===== config.mk =====
export PLATFORM = sky130hd
export DESIGN_NAME = uart_tx_fifo_flat
export DESIGN_NICKNAME = d
export VERILOG_FILES = /design/src/rtl/uart_tx_fifo_if.sv /design/src/rtl/uart_tx_fifo.sv /design/src/flat_wrapper.sv
export SDC_FILE = /design/constraint.sdc
export NUM_CORES = 1
export LEC_CHECK = 0
export BUFFER_PORTS_ARGS = -buffer_cell sky130_fd_sc_hd__clkbuf_2
export CORE_AREA = 2 2 74 76
export CTS_CLUSTER_DIAMETER = 150
export DETAILED_ROUTE_END_ITERATION = 10
export DIE_AREA = 0 0 76 78
export PLACE_DENSITY = 0.77
export SLEW_MARGIN = 5
export SYNTH_ARGS = -nofsm -noshare
export SYNTH_HDL_FRONTEND = slang
export SYNTH_SLANG_ARGS = --single-unit

===== constraint.sdc =====
create_clock -name clk_i -period 2.5 [get_ports clk_i]
set_input_delay 0.125 -clock clk_i [delete_from_list [all_inputs] [get_ports clk_i]]
set_output_delay 0.125 -clock clk_i [all_outputs]
set_load 0.01 [all_outputs]

===== src/rtl/uart_tx_fifo_if.sv =====
// Producer-side handshake for the queued UART transmitter: a word is
// transferred on a rising edge where valid and ready are both high.
interface uart_tx_fifo_if #(
  parameter int WIDTH = 8
);
  logic [WIDTH-1:0] data;
  logic             valid;
  logic             ready;

  modport master (
    output data,
    output valid,
    input  ready
  );

  modport slave (
    input  data,
    input  valid,
    output ready
  );
endinterface


===== src/rtl/uart_tx_fifo.sv =====
// UART transmitter fed by a small FIFO: frames are start, data LSB first,
// optional parity and one or two stop bits, sent back-to-back when queued.
module uart_tx_fifo #(
  parameter int WIDTH     = 8,
  parameter int CLKDIV    = 16,
  parameter int PARITY    = 0,
  parameter int STOP_BITS = 1,
  parameter int DEPTH     = 4
) (
  input  logic                   clk_i,
  input  logic                   rst_ni,
  uart_tx_fifo_if.slave          bus,
  output logic [$clog2(DEPTH):0] level_o,
  output logic                   active_o,
  output logic                   sent_o,
  output logic                   tx_o
);

  localparam int AW         = $clog2(DEPTH);
  localparam int FRAME_BITS = 1 + WIDTH + ((PARITY != 0) ? 1 : 0) + STOP_BITS;
  localparam int BW         = $clog2(FRAME_BITS);
  localparam int DW         = $clog2(CLKDIV);

  localparam logic [BW-1:0] LAST_BIT = BW'(FRAME_BITS - 1);
  localparam logic [DW-1:0] LAST_DIV = DW'(CLKDIV - 1);
  localparam logic [AW:0]   FULL     = (AW + 1)'(DEPTH);

  typedef enum logic {
    IDLE,
    SHIFT
  } state_e;

  state_e                state_q, state_d;
  logic [WIDTH-1:0]      mem_q [DEPTH];
  logic [AW-1:0]         wrPtr_q, wrPtr_d;
  logic [AW-1:0]         rdPtr_q, rdPtr_d;
  logic [AW:0]           level_q, level_d;
  logic [FRAME_BITS-1:0] frame_q, frame_d;
  logic [BW-1:0]         bitCnt_q, bitCnt_d;
  logic [DW-1:0]         divCnt_q, divCnt_d;
  logic                  active_q, active_d;
  logic                  sent_q, sent_d;

  logic                  push;
  logic                  pop;
  logic [WIDTH-1:0]      head;
  logic                  parityBit;
  logic [FRAME_BITS-1:0] loadFrame;

  assign bus.ready = (level_q != FULL);
  assign push      = bus.valid && bus.ready;
  assign head      = mem_q[rdPtr_q];

  // Whole frame is staged at pop time; bit 0 is the line, ones refill from the top.
  always_comb begin
    parityBit = (PARITY == 1) ? ~(^head) : (^head);
    loadFrame = '1;
    loadFrame[0] = 1'b0;
    loadFrame[WIDTH:1] = head;
    if (PARITY != 0) begin
      loadFrame[WIDTH+1] = parityBit;
    end
  end

  always_comb begin
    state_d  = state_q;
    frame_d  = frame_q;
    bitCnt_d = bitCnt_q;
    divCnt_d = divCnt_q;
    sent_d   = 1'b0;
    pop      = 1'b0;
    case (state_q)
      IDLE: begin
        if (level_q != '0) begin
          pop      = 1'b1;
          frame_d  = loadFrame;
          bitCnt_d = '0;
          divCnt_d = '0;
          state_d  = SHIFT;
        end
      end
      SHIFT: begin
        if (divCnt_q == LAST_DIV) begin
          divCnt_d = '0;
          if (bitCnt_q == LAST_BIT) begin
            sent_d = 1'b1;
            // A queued word starts its start bit on this very edge, no idle gap.
            if (level_q != '0) begin
              pop      = 1'b1;
              frame_d  = loadFrame;
              bitCnt_d = '0;
            end else begin
              frame_d = '1;
              state_d = IDLE;
            end
          end else begin
            bitCnt_d = bitCnt_q + 1'b1;
            frame_d  = {1'b1, frame_q[FRAME_BITS-1:1]};
          end
        end else begin
          divCnt_d = divCnt_q + 1'b1;
        end
      end
      default: begin
        state_d = IDLE;
        frame_d = '1;
      end
    endcase
    active_d = (state_d == SHIFT);
  end

  always_comb begin
    wrPtr_d = push ? wrPtr_q + 1'b1 : wrPtr_q;
    rdPtr_d = pop  ? rdPtr_q + 1'b1 : rdPtr_q;
    case ({push, pop})
      2'b10:   level_d = level_q + 1'b1;
      2'b01:   level_d = level_q - 1'b1;
      default: level_d = level_q;
    endcase
  end

  always_ff @(posedge clk_i) begin
    if (rst_ni && push) begin
      mem_q[wrPtr_q] <= bus.data;
    end
  end

  always_ff @(posedge clk_i) begin
    if (!rst_ni) begin
      state_q  <= IDLE;
      wrPtr_q  <= '0;
      rdPtr_q  <= '0;
      level_q  <= '0;
      frame_q  <= '1;
      bitCnt_q <= '0;
      divCnt_q <= '0;
      active_q <= 1'b0;
      sent_q   <= 1'b0;
    end else begin
      state_q  <= state_d;
      wrPtr_q  <= wrPtr_d;
      rdPtr_q  <= rdPtr_d;
      level_q  <= level_d;
      frame_q  <= frame_d;
      bitCnt_q <= bitCnt_d;
      divCnt_q <= divCnt_d;
      active_q <= active_d;
      sent_q   <= sent_d;
    end
  end

  assign level_o  = level_q;
  assign active_o = active_q;
  assign sent_o   = sent_q;
  assign tx_o     = frame_q[0];

endmodule


===== src/flat_wrapper.sv =====
// flat-port wrapper written by rule: the top's interface ports become plain ports
module uart_tx_fifo_flat 
#(
  parameter int WIDTH     = 8,
  parameter int CLKDIV    = 16,
  parameter int PARITY    = 0,
  parameter int STOP_BITS = 1,
  parameter int DEPTH     = 4
)
  (clk_i, rst_ni, level_o, active_o, sent_o, tx_o, bus_data, bus_valid, bus_ready);
  uart_tx_fifo_if #(.WIDTH(WIDTH)) bus_i ();
  input  logic clk_i;
  input  logic rst_ni;
  output logic [$clog2(DEPTH):0] level_o;
  output logic active_o;
  output logic sent_o;
  output logic tx_o;
  input wire logic [$bits(bus_i.data)-1:0] bus_data;
  input wire logic [$bits(bus_i.valid)-1:0] bus_valid;
  output wire logic [$bits(bus_i.ready)-1:0] bus_ready;
  assign bus_i.data = bus_data;
  assign bus_i.valid = bus_valid;
  assign bus_ready = bus_i.ready;
  uart_tx_fifo #(.WIDTH(WIDTH), .CLKDIV(CLKDIV), .PARITY(PARITY), .STOP_BITS(STOP_BITS), .DEPTH(DEPTH)) u_core (.clk_i(clk_i), .rst_ni(rst_ni), .bus(bus_i), .level_o(level_o), .active_o(active_o), .sent_o(sent_o), .tx_o(tx_o));
endmodule

After elaboration in Yosys (flattened, before gate mapping)
Memory sizes are Yosys's and may differ from the RTL's. A register that Yosys moved wholly into a read port is not among the register bits.
Cells that the tools add are included.
{"block": "word_totals", "mem_bits_rw": 32, "elab_cells": 54, "output_inout_bits": 7, "reg_bits": 27, "mem_count": 1}
{"name": "u_core.mem_q", "depth": 4, "word_bits": 8, "rd": 1, "rd_clocked_by_memory_dff": 1, "wr": 1, "line": "uart_tx_fifo.sv:34", "text": "logic [WIDTH-1:0] mem_q [DEPTH];"}
{"block": "classes", "eq_ne": 7, "n_reduce_logical": 6, "n_bitwise": 1, "n_mux": 25, "n_addsub": 6}
{"operator": "2-to-1 mux 10 bit", "count": 2}
{"operator": "2-to-1 mux 4 bit", "count": 5}
{"operator": "case mux 10 bit (2 select lines)", "count": 1}
{"operator": "2-to-1 mux 9 bit", "count": 2}
{"operator": "case mux 4 bit (2 select lines)", "count": 2}
{"operator": "adder 4 x 1 -> 4 bit (second input constant)", "count": 2}
{"operator": "== test 4 bit (second input constant)", "count": 2}
{"operator": "2-to-1 mux 1 bit", "count": 8}
{"operator": "case mux 3 bit (2 select lines)", "count": 1}
{"operator": "adder 2 x 1 -> 2 bit (second input constant)", "count": 2}
{"operator": "2-to-1 mux 2 bit", "count": 2}
{"operator": "case mux 1 bit (2 select lines)", "count": 2}
{"operator": "adder 3 x 1 -> 3 bit (second input constant)", "count": 1}
{"operator": "!= test 3 bit (second input constant)", "count": 1}
{"operator": "AND reduction 3 bit", "count": 1}
{"operator": "nonzero test 3 bit", "count": 1}
{"operator": "subtractor 3 x 1 -> 3 bit (second input constant)", "count": 1}
{"operator": "== test 2 x 1 -> 1 bit (second input constant)", "count": 1}
{"operator": "== test 2 bit (second input constant)", "count": 1}
{"operator": "logical AND 1 bit", "count": 2}
{"operator": "!= test 2 x 1 -> 1 bit (second input constant)", "count": 1}
{"operator": "!= test 2 bit (second input constant)", "count": 1}
{"operator": "AND reduction 2 bit", "count": 1}
{"operator": "nonzero test 2 bit", "count": 1}
{"operator": "inverter 1 bit", "count": 1}

Longest topological paths before layout
Gate-level depths: netlist (run 1).
{"block": "depth", "ltp_word": 7, "mapped_depth": 11, "depth_no_buf": 11}

Worst setup path after synthesis (run 1)
OpenSTA, ideal clock, no wires.
{"block": "synth_timing", "path_kind": "register -> register", "start": "reg u_core.level_q[2] (netlist: u_core.level_o[2])", "end": "reg u_core.level_q[2] (netlist: u_core.level_o[2])", "t_arrival_ns": 2.387, "setup_ns": 0.071, "path_stages_with_launch": 11, "setup_slack_ns": 0.043, "synth_period_minus_slack_ns": 2.457, "path_buffers": 1, "required_ns": 2.429, "path_cell_list": "dfxtp_1 > or3b_1 > and2_1 > clkbuf_1 > inv_1 > ha_1 > inv_1 > fa_1 > xor2_1 > or3_1 > a21oi_1"}
{"block": "synth_via", "elab_cells_between_ends": 13, "classes_between": "add/sub (2); eq/ne (3); mux (5); reduce/logical (3)"}
{"item": "from (decl)", "line": "uart_tx_fifo.sv:37", "text": "logic [AW:0] level_q, level_d;"}
{"item": "from (signal assigned)", "line": "uart_tx_fifo.sv:143", "text": "level_q <= level_d;"}
{"item": "!= test 3 bit (*)", "line": "uart_tx_fifo.sv:50", "text": "assign bus.ready = (level_q != FULL);"}
{"item": "net bus_ready", "line": "flat_wrapper.sv:20", "text": "output wire logic [$bits(bus_i.ready)-1:0] bus_ready;"}
{"item": "logical AND 1 bit (*)", "line": "uart_tx_fifo.sv:51", "text": "assign push = bus.valid && bus.ready;"}
{"item": "== test 2 x 1 -> 1 bit or == test 2 bit (tied branches)", "line": "uart_tx_fifo.sv:115", "text": "case ({push, pop})"}
{"item": "case mux 3 bit (2 select lines) or nonzero test 2 bit (tied branches)"}
The timed path passes the listed nets; every way through them passes the cells marked *.
A chain may end at the register's enable or synchronous reset.

Final worst setup path (run 1)
{"block": "layout_timing", "start": "reg u_core.level_q[1] (netlist: u_core.level_o[1])", "end": "reg u_core.level_q[2] (netlist: u_core.level_o[2])"}
{"block": "layout_via", "elab_chain_cells": 7, "elab_cells_between_ends": 13, "classes_between": "add/sub (2); eq/ne (3); mux (5); reduce/logical (3)"}
{"item": "nonzero test 3 bit", "line": "uart_tx_fifo.sv:74, uart_tx_fifo.sv:88"}
{"item": "2-to-1 mux 1 bit", "line": "uart_tx_fifo.sv:74, uart_tx_fifo.sv:88"}
{"item": "2-to-1 mux 1 bit", "line": "uart_tx_fifo.sv:85", "text": "if (bitCnt_q == LAST_BIT) begin"}
{"item": "2-to-1 mux 1 bit", "line": "uart_tx_fifo.sv:83", "text": "if (divCnt_q == LAST_DIV) begin"}
{"item": "case mux 1 bit (2 select lines)", "line": "uart_tx_fifo.sv:72", "text": "case (state_q)"}
{"item": "== test 2 x 1 -> 1 bit or == test 2 bit (tied branches)", "line": "uart_tx_fifo.sv:115"}
{"item": "case mux 3 bit (2 select lines) or nonzero test 2 bit (tied branches)"}
Several ways; a longest one is shown, not always the timed one.

==> key figures, run 1 <==
Critical path
  – Crit-path max FO: 7
  – Setup crit end kind: flop
  – Crit path launch type: flop
  – Worst EP arrival: 2.63 ns
  – Critical path type: reg -> reg
  – FF-to-FF path depth: 9
  – Data required time of the critical path: 2.73 ns

Placement
  – Final Wtd Congestion: 0.810
  – Detailed Place HPWL: 2800 um
  – Dpl ws: 0.0622 ns
  – Port Buffer Count: 17

Routing
  – Final WL: 4260 um
  – Antenna viol nets, final: 0
  – Vias/cell: 5.53
  – Via count: 1,630
  – Post-route DRC violation count: 0
  – Drt initial violations: 123
  – DR pass1 iterations: 4
  – Drt wl/cell: 14.4 um

STA
  – Skew final: 0.00620 ns
  – F_max: 0.418 GHz
  – TNS Setup: 0 ns
  – Final Hold Fails: 0
  – Min Tclk post-route: 2.39 ns
  – Max_slew headroom: 51.7%
  – Worst Max-Slew Pin Slew: 0.720 ns
  – Final Max Tran Viols: 0
  – Post-route clock period utilization: 95.8%
  – # setup viols final: 0
  – Final worst slack: 0.105 ns

Synthesis
  – Synth Cell Area: 0.00249 mm2
  – Seq/Total Area, Yosys: 61.1%
  – Post-synth ARST share: 0%
  – Syn Nets: 214
  – Synth cell types: 42
  – Top cells by area, synth: edfxtp_1, dfxtp_1, mux4_2, a21oi_1, ha_1
  – FF+latch count, synth: 60
  – Dominant synthesized flop cell: edfxtp_1
  – Yosys top cell area share: 38.6%
  – Leading area contributor after synthesis: edfxtp_1
  – Most common cell in the netlist: edfxtp_1
  – Post-synth EDFFs: 32
  – Yosys warns: 0
  – Synth cell count leaders: edfxtp_1, dfxtp_1, a21oi_1
  – Mapped Cells: 194
  – Avg Cell Area, Syn: 12.8 um2

Final layout
  – Fillers: 409
  – Final net count: 240
  – Area of the multi-input gates: 875 um2
  – Storage element area: 0.00152 mm2
  – Ant diodes: 0
  – Layout cells sized above 1: 24.4%
  – Synth-to-layout area growth: 16.2%

Min path
  – Worst Hold Class: in -> reg
  – Worst Hold Path Cells: 1

Power
  – Power Density: 1090 mW/mm2
  – Leak: 1.02 nW
  – VDD IR max: 0.000483 V

Floorplan
  – Die X: 76 um
  – Row Count: 26
  – Starting Density: 49.4%
  – Die H: 78 um
  – Core area: 0.00504 mm2
  – Ports: 18
  – Area of the die: 0.00593 mm2

Clock network
  – Htree depth: 3
  – Reg clk slew, reported paths: 0.06 ns
  – Max clock buf depth: 2
  – CTS root buf: clkbuf_8
  – CTS sink cnt: 60
  – CTS tree: built
  – Worst skew pair latency: 0.33 ns
  – TritonCTS buffer count: 9

GRT
  – Largest net degree at the start of global routing: 27
  – Vias in the first global route: 1,460
  – First-pass GRT wire length: 7070 um
  – Initial antenna violation count: 0
  – Total Routing Usage GR: 15.6%
  – Gr ovfl total: 0

Job
  – Maxcap violations: 0

Status
  – Status: complete, no violations
where the power goes:
| group | switching [mW] | internal (mW) |
|---|---|---|
| Clock | 0.374 | 0.561 |
| Combinational | 0.509 | 0.396 |
| Sequential | 0.111 | 1.19 |
| Total | 0.994 | 2.15 |
placed cells by master, fill, tap and decap left out, types with 5 or more instances in the layout:
| cell type | n |
|---|---|
| edfxtp_1 | 32 |
| dfxtp_1 | 26 |
| a21oi_1 | 21 |
| clkbuf_2 | 17 |
| o21ai_0 | 14 |
| inv_1 | 10 |
| clkbuf_8 | 9 |
| nor2_1 | 8 |
| mux4_2 | 8 |
| o22ai_1 | 7 |
| ha_1 | 7 |
| buf_4 | 6 |
| nand2_1 | 5 |
| nand3_1 | 5 |
metrics by stage:
step | cell area (um2) | instances | total power, mW | utilization (%) | hold slack, ns
after CTS | 2890 | 295 | 3.16 | 57.3 | 0.000168
after detailed placement | 2650 | 277 | 2.21 | 52.6 | 0.345
after floorplan | 2490 | 194 | 1.99 | - | 0.201
final | 2890 | 295 | 3.14 | 57.4 | 0.0135
after global placement | 2650 | 277 | 2.19 | 52.6 | 0.343
after global routing | 2890 | 295 | 3.33 | 57.4 | 0.00106
registers in the layout, summed over array words and instances (netlist names), named ones only:
name             count
u_core.frame_q       9
u_core.mem_q        32
u_core.rdPtr_q       2
u_core.bitCnt_q      4
u_core.wrPtr_q       2
u_core.state_q       1
u_core.sent_o        1
u_core.divCnt_q      4
u_core.level_o       3
kinds of logic after synthesis:
group / synth area share, %
buffers and inverters: 3.92
AOI/OAI and AO/OA: 13.0
and+or+nand+nor: 8.44
adders and majority gates: 4.82
xor gates and xnor gates: 1.06
muxes: 7.64
DFF: 61.1
metal layers:
metal / wire, um / global-route usage, % / vias up / part of all wire (%)
li1: - / - / 785 / -
met1: 2010 / 20.0 / 800 / 47
met2: 2030 / 23.9 / 39 / 48
met3: 179 / 5.23 / 6 / 4.2
met4: 47 / 7.64 / 0 / 1.1
met5: 0 / 0 / - / 0
critical path, cell delays in order (launching register included):
cell and delay, ns:
dfxtp_1 0.36, or3b_1 0.38, and2_2 0.25, inv_1 0.08
ha_1 0.18, inv_1 0.06, fa_1 0.37, xor2_1 0.16
or3_1 0.31, a21oi_1 0.15
final timing paths:
path                startpoint                 end  slack (ns)
max          u_core.level_o[1]   u_core.level_o[2]        0.11
min reg2reg  u_core.frame_q[1]   u_core.frame_q[1]        0.47
min                bus_data[4]  u_core.mem_q[3][4]        0.01
max reg2reg  u_core.level_o[1]   u_core.level_o[2]        0.11
cell type report:
| cell class | instances | share of cell area, % |
|---|---|---|
| Inverter | 11 | 1.43 |
| Clock inverter | 6 | 3.07 |
| Sequential cell | 60 | 52.7 |
| Timing Repair Buffer | 25 | 5.19 |
| Tap cell | 70 | 3.03 |
| Clock buffer | 10 | 4.41 |
| Multi-Input combinational cell | 113 | 30.2 |
timing repair:
item                                    4_1_cts  5_1_grt
endpoints found under the setup margin        0        1
hold buffers                                  2        0
resized for setup                             0        4
buffers inserted                              0        0
hold endpoints to repair                      8        0
Power figures use the tool's default switching activity.
==> run 2, diff against run 1 <==
Settings changed: CORE_AREA 2 2 74 76 to 2 2 76 78, DIE_AREA 0 0 76 78 to 0 0 78 80, PLACE_DENSITY 0.77 to 0.74.
==> run 2 against run 1 <==
Worst hold slack improved by 0.0036 ns. Largest cell class unchanged. Combinational power up 3.4%. Setup slack better by 0.095 ns. Critical endpoint unchanged.
==> key figures, run 2 (same netlist as run 1, synthesis figures left out) <==
Clock network
  – Reg clk slew, reported paths: 0.07 ns
  – Max clock buf depth: 2
  – Htree depth: 3
  – TritonCTS buffer count: 9
  – CTS root buf: clkbuf_8
  – CTS sink cnt: 60
  – Worst skew pair latency: 0.33 ns
  – CTS tree: built

Final layout
  – Storage element area: 0.00153 mm2
  – Layout cells sized above 1: 25.4%
  – Final net count: 243
  – Most frequent cells in the layout: edfxtp_1, dfxtp_1, a21oi_1, clkbuf_2, o21ai_0
  – Top flop regs: u_core.mem_q (32), u_core.frame_q (9)
  – Max reg flops: 32
  – Most common cell after layout, fill and taps aside: edfxtp_1
  – Ant diodes: 0
  – Most flop-heavy register: u_core.mem_q
  – Final non-filler cell total: 300
  – Synth-to-layout area growth: 16.3%
  – Fillers: 468
  – Area of the multi-input gates: 878 um2

Min path
  – Worst Hold Class: in -> reg
  – Worst Hold Path Cells: 1

Placement
  – Detailed Place HPWL: 2870 um
  – Dpl ws: 0.123 ns
  – Final Wtd Congestion: 0.844
  – Port Buffer Count: 17
  – Placed insts: 280

Routing
  – Post-route DRC violation count: 0
  – Vias/cell: 5.33
  – Via count: 1,600
  – Antenna viol nets, final: 0
  – Drt wl/cell: 14.6 um
  – Drt initial violations: 90
  – DR pass1 iterations: 4
  – Final WL: 4390 um

Power
  – Sw frac: 32.6%
  – VDD IR max: 0.000524 V
  – Sequential share of power: 42.7%
  – Leak: 1.03 nW
  – Clock network fraction of design power: 26.8%
  – Psw: 0.998 mW
  – Power Density: 1060 mW/mm2
  – Internal Power: 2.06 mW
  – Combinational share of power: 30.6%

Critical path
  – Bufs and invs on worst path: 2
  – Data required time of the critical path: 2.73 ns
  – Worst EP arrival: 2.53 ns
  – Crit path launch type: flop
  – Cell chain of the critical path: inv_1, ha_1, nand3b_1, o21a_4, nor2_2, ha_2, inv_1, fa_1, xor2_1, or3_1, a21oi_1
  – Max incr delay on CP: 0.37 ns
  – Slowest CP cell: fa_1
  – Crit-path most repeated cell: inv_1
  – Critical path type: reg -> reg
  – Critical path's top delay family: adder cells
  – Crit-path max FO: 5
  – WP depth: 11
  – FF-to-FF path depth: 11
  – Setup crit end kind: flop

GRT
  – Gr ovfl total: 0
  – Total Routing Usage GR: 15.2%
  – Vias in the first global route: 1,529
  – First-pass GRT wire length: 7020 um
  – Initial antenna violation count: 0
  – Largest net degree at the start of global routing: 27

STA
  – Final worst slack: 0.200 ns
  – RSZ-0062 raised after global routing: false
  – Post-route clock period utilization: 92.0%
  – Final Hold Fails: 0
  – Worst Max-Slew Pin Slew: 0.714 ns
  – Skew final: 0.00767 ns
  – # setup viols final: 0
  – TNS Setup: 0 ns
  – Final Max Tran Viols: 0
  – Max_slew headroom: 52.1%
  – Min Tclk post-route: 2.30 ns
  – F_max: 0.435 GHz

Floorplan
  – Area of the die: 0.00624 mm2
  – Row Count: 27
  – Ports: 18
  – Core area: 0.00541 mm2
  – Die X: 78 um
  – Die H: 80 um
  – Starting Density: 46.1%

Job
  – Maxcap violations: 0

Status
  – Status: complete, no violations
run 2: cell count changes in the layout (fill, tap and decap cells not counted), sizes merged:
| cell | delta |
|---|---|
| buf | +2 |
| clkinv | +2 |
| clkinvlp | -2 |
| bufinv | -1 |
| clkbuf | +1 |
| dlygate4sd3 | +1 |
run 2: metal layers:
| layer | global-route usage, % | part of all wire, % | up-vias |
|---|---|---|---|
| met2 | 25.3 | 50 | 22 |
| met3 | 4.98 | 3.2 | 10 |
| met4 | 8.60 | 2.1 | 0 |
| met5 | 0 | 0 | - |
| met1 | 17.0 | 45 | 774 |
| li1 | - | - | 794 |
run 2: timing repair:
action                                 CTS  global route
endpoints found under the hold margin   12             0
hold buffers                             3             0
setup buffers                            0             1
gates resized for setup                  0             7
setup endpoints to repair                0             1
run 2: path summary, 6_finish.rpt:
check | from | endpoint | slack (ns)
setup / recovery | u_core.bitCnt_q[1] | u_core.level_o[2] | 0.20
hold / removal | bus_data[4] | u_core.mem_q[1][4] | 0.02
setup reg to reg | u_core.bitCnt_q[1] | u_core.level_o[2] | 0.20
hold reg to reg | u_core.bitCnt_q[0] | u_core.bitCnt_q[0] | 0.47
run 2: layout make-up:
type                            count  area share, %
Tap cell                           72           3.11
Timing Repair Buffer               28           6.05
Multi-Input combinational cell    113           30.3
Inverter                           11           1.43
Sequential cell                    60           52.7
Clock inverter                      5           1.82
Clock buffer                       11           4.54
run 2: metrics by stage:
step	area [um2]	total power [mW]	util [%]	hold WS [ns]
finish	2900	3.06	53.6	0.0171
global route	2900	3.25	53.6	0.00593
CTS	2880	3.05	53.2	0.00425
detailed placement	2660	2.23	49.2	0.344
global placement	2660	2.20	49.2	0.342
floorplan	2490	1.99	-	0.201
run 2: power by group through the flow:
stage               Clock, mW  Combinational (mW)  Sequential, mW
finish                  0.819               0.936            1.31
global route            0.873                1.05            1.33
CTS                     0.833               0.915            1.30
detailed placement          0               0.907            1.32
global placement            0               0.886            1.31
floorplan                   0               0.696            1.29
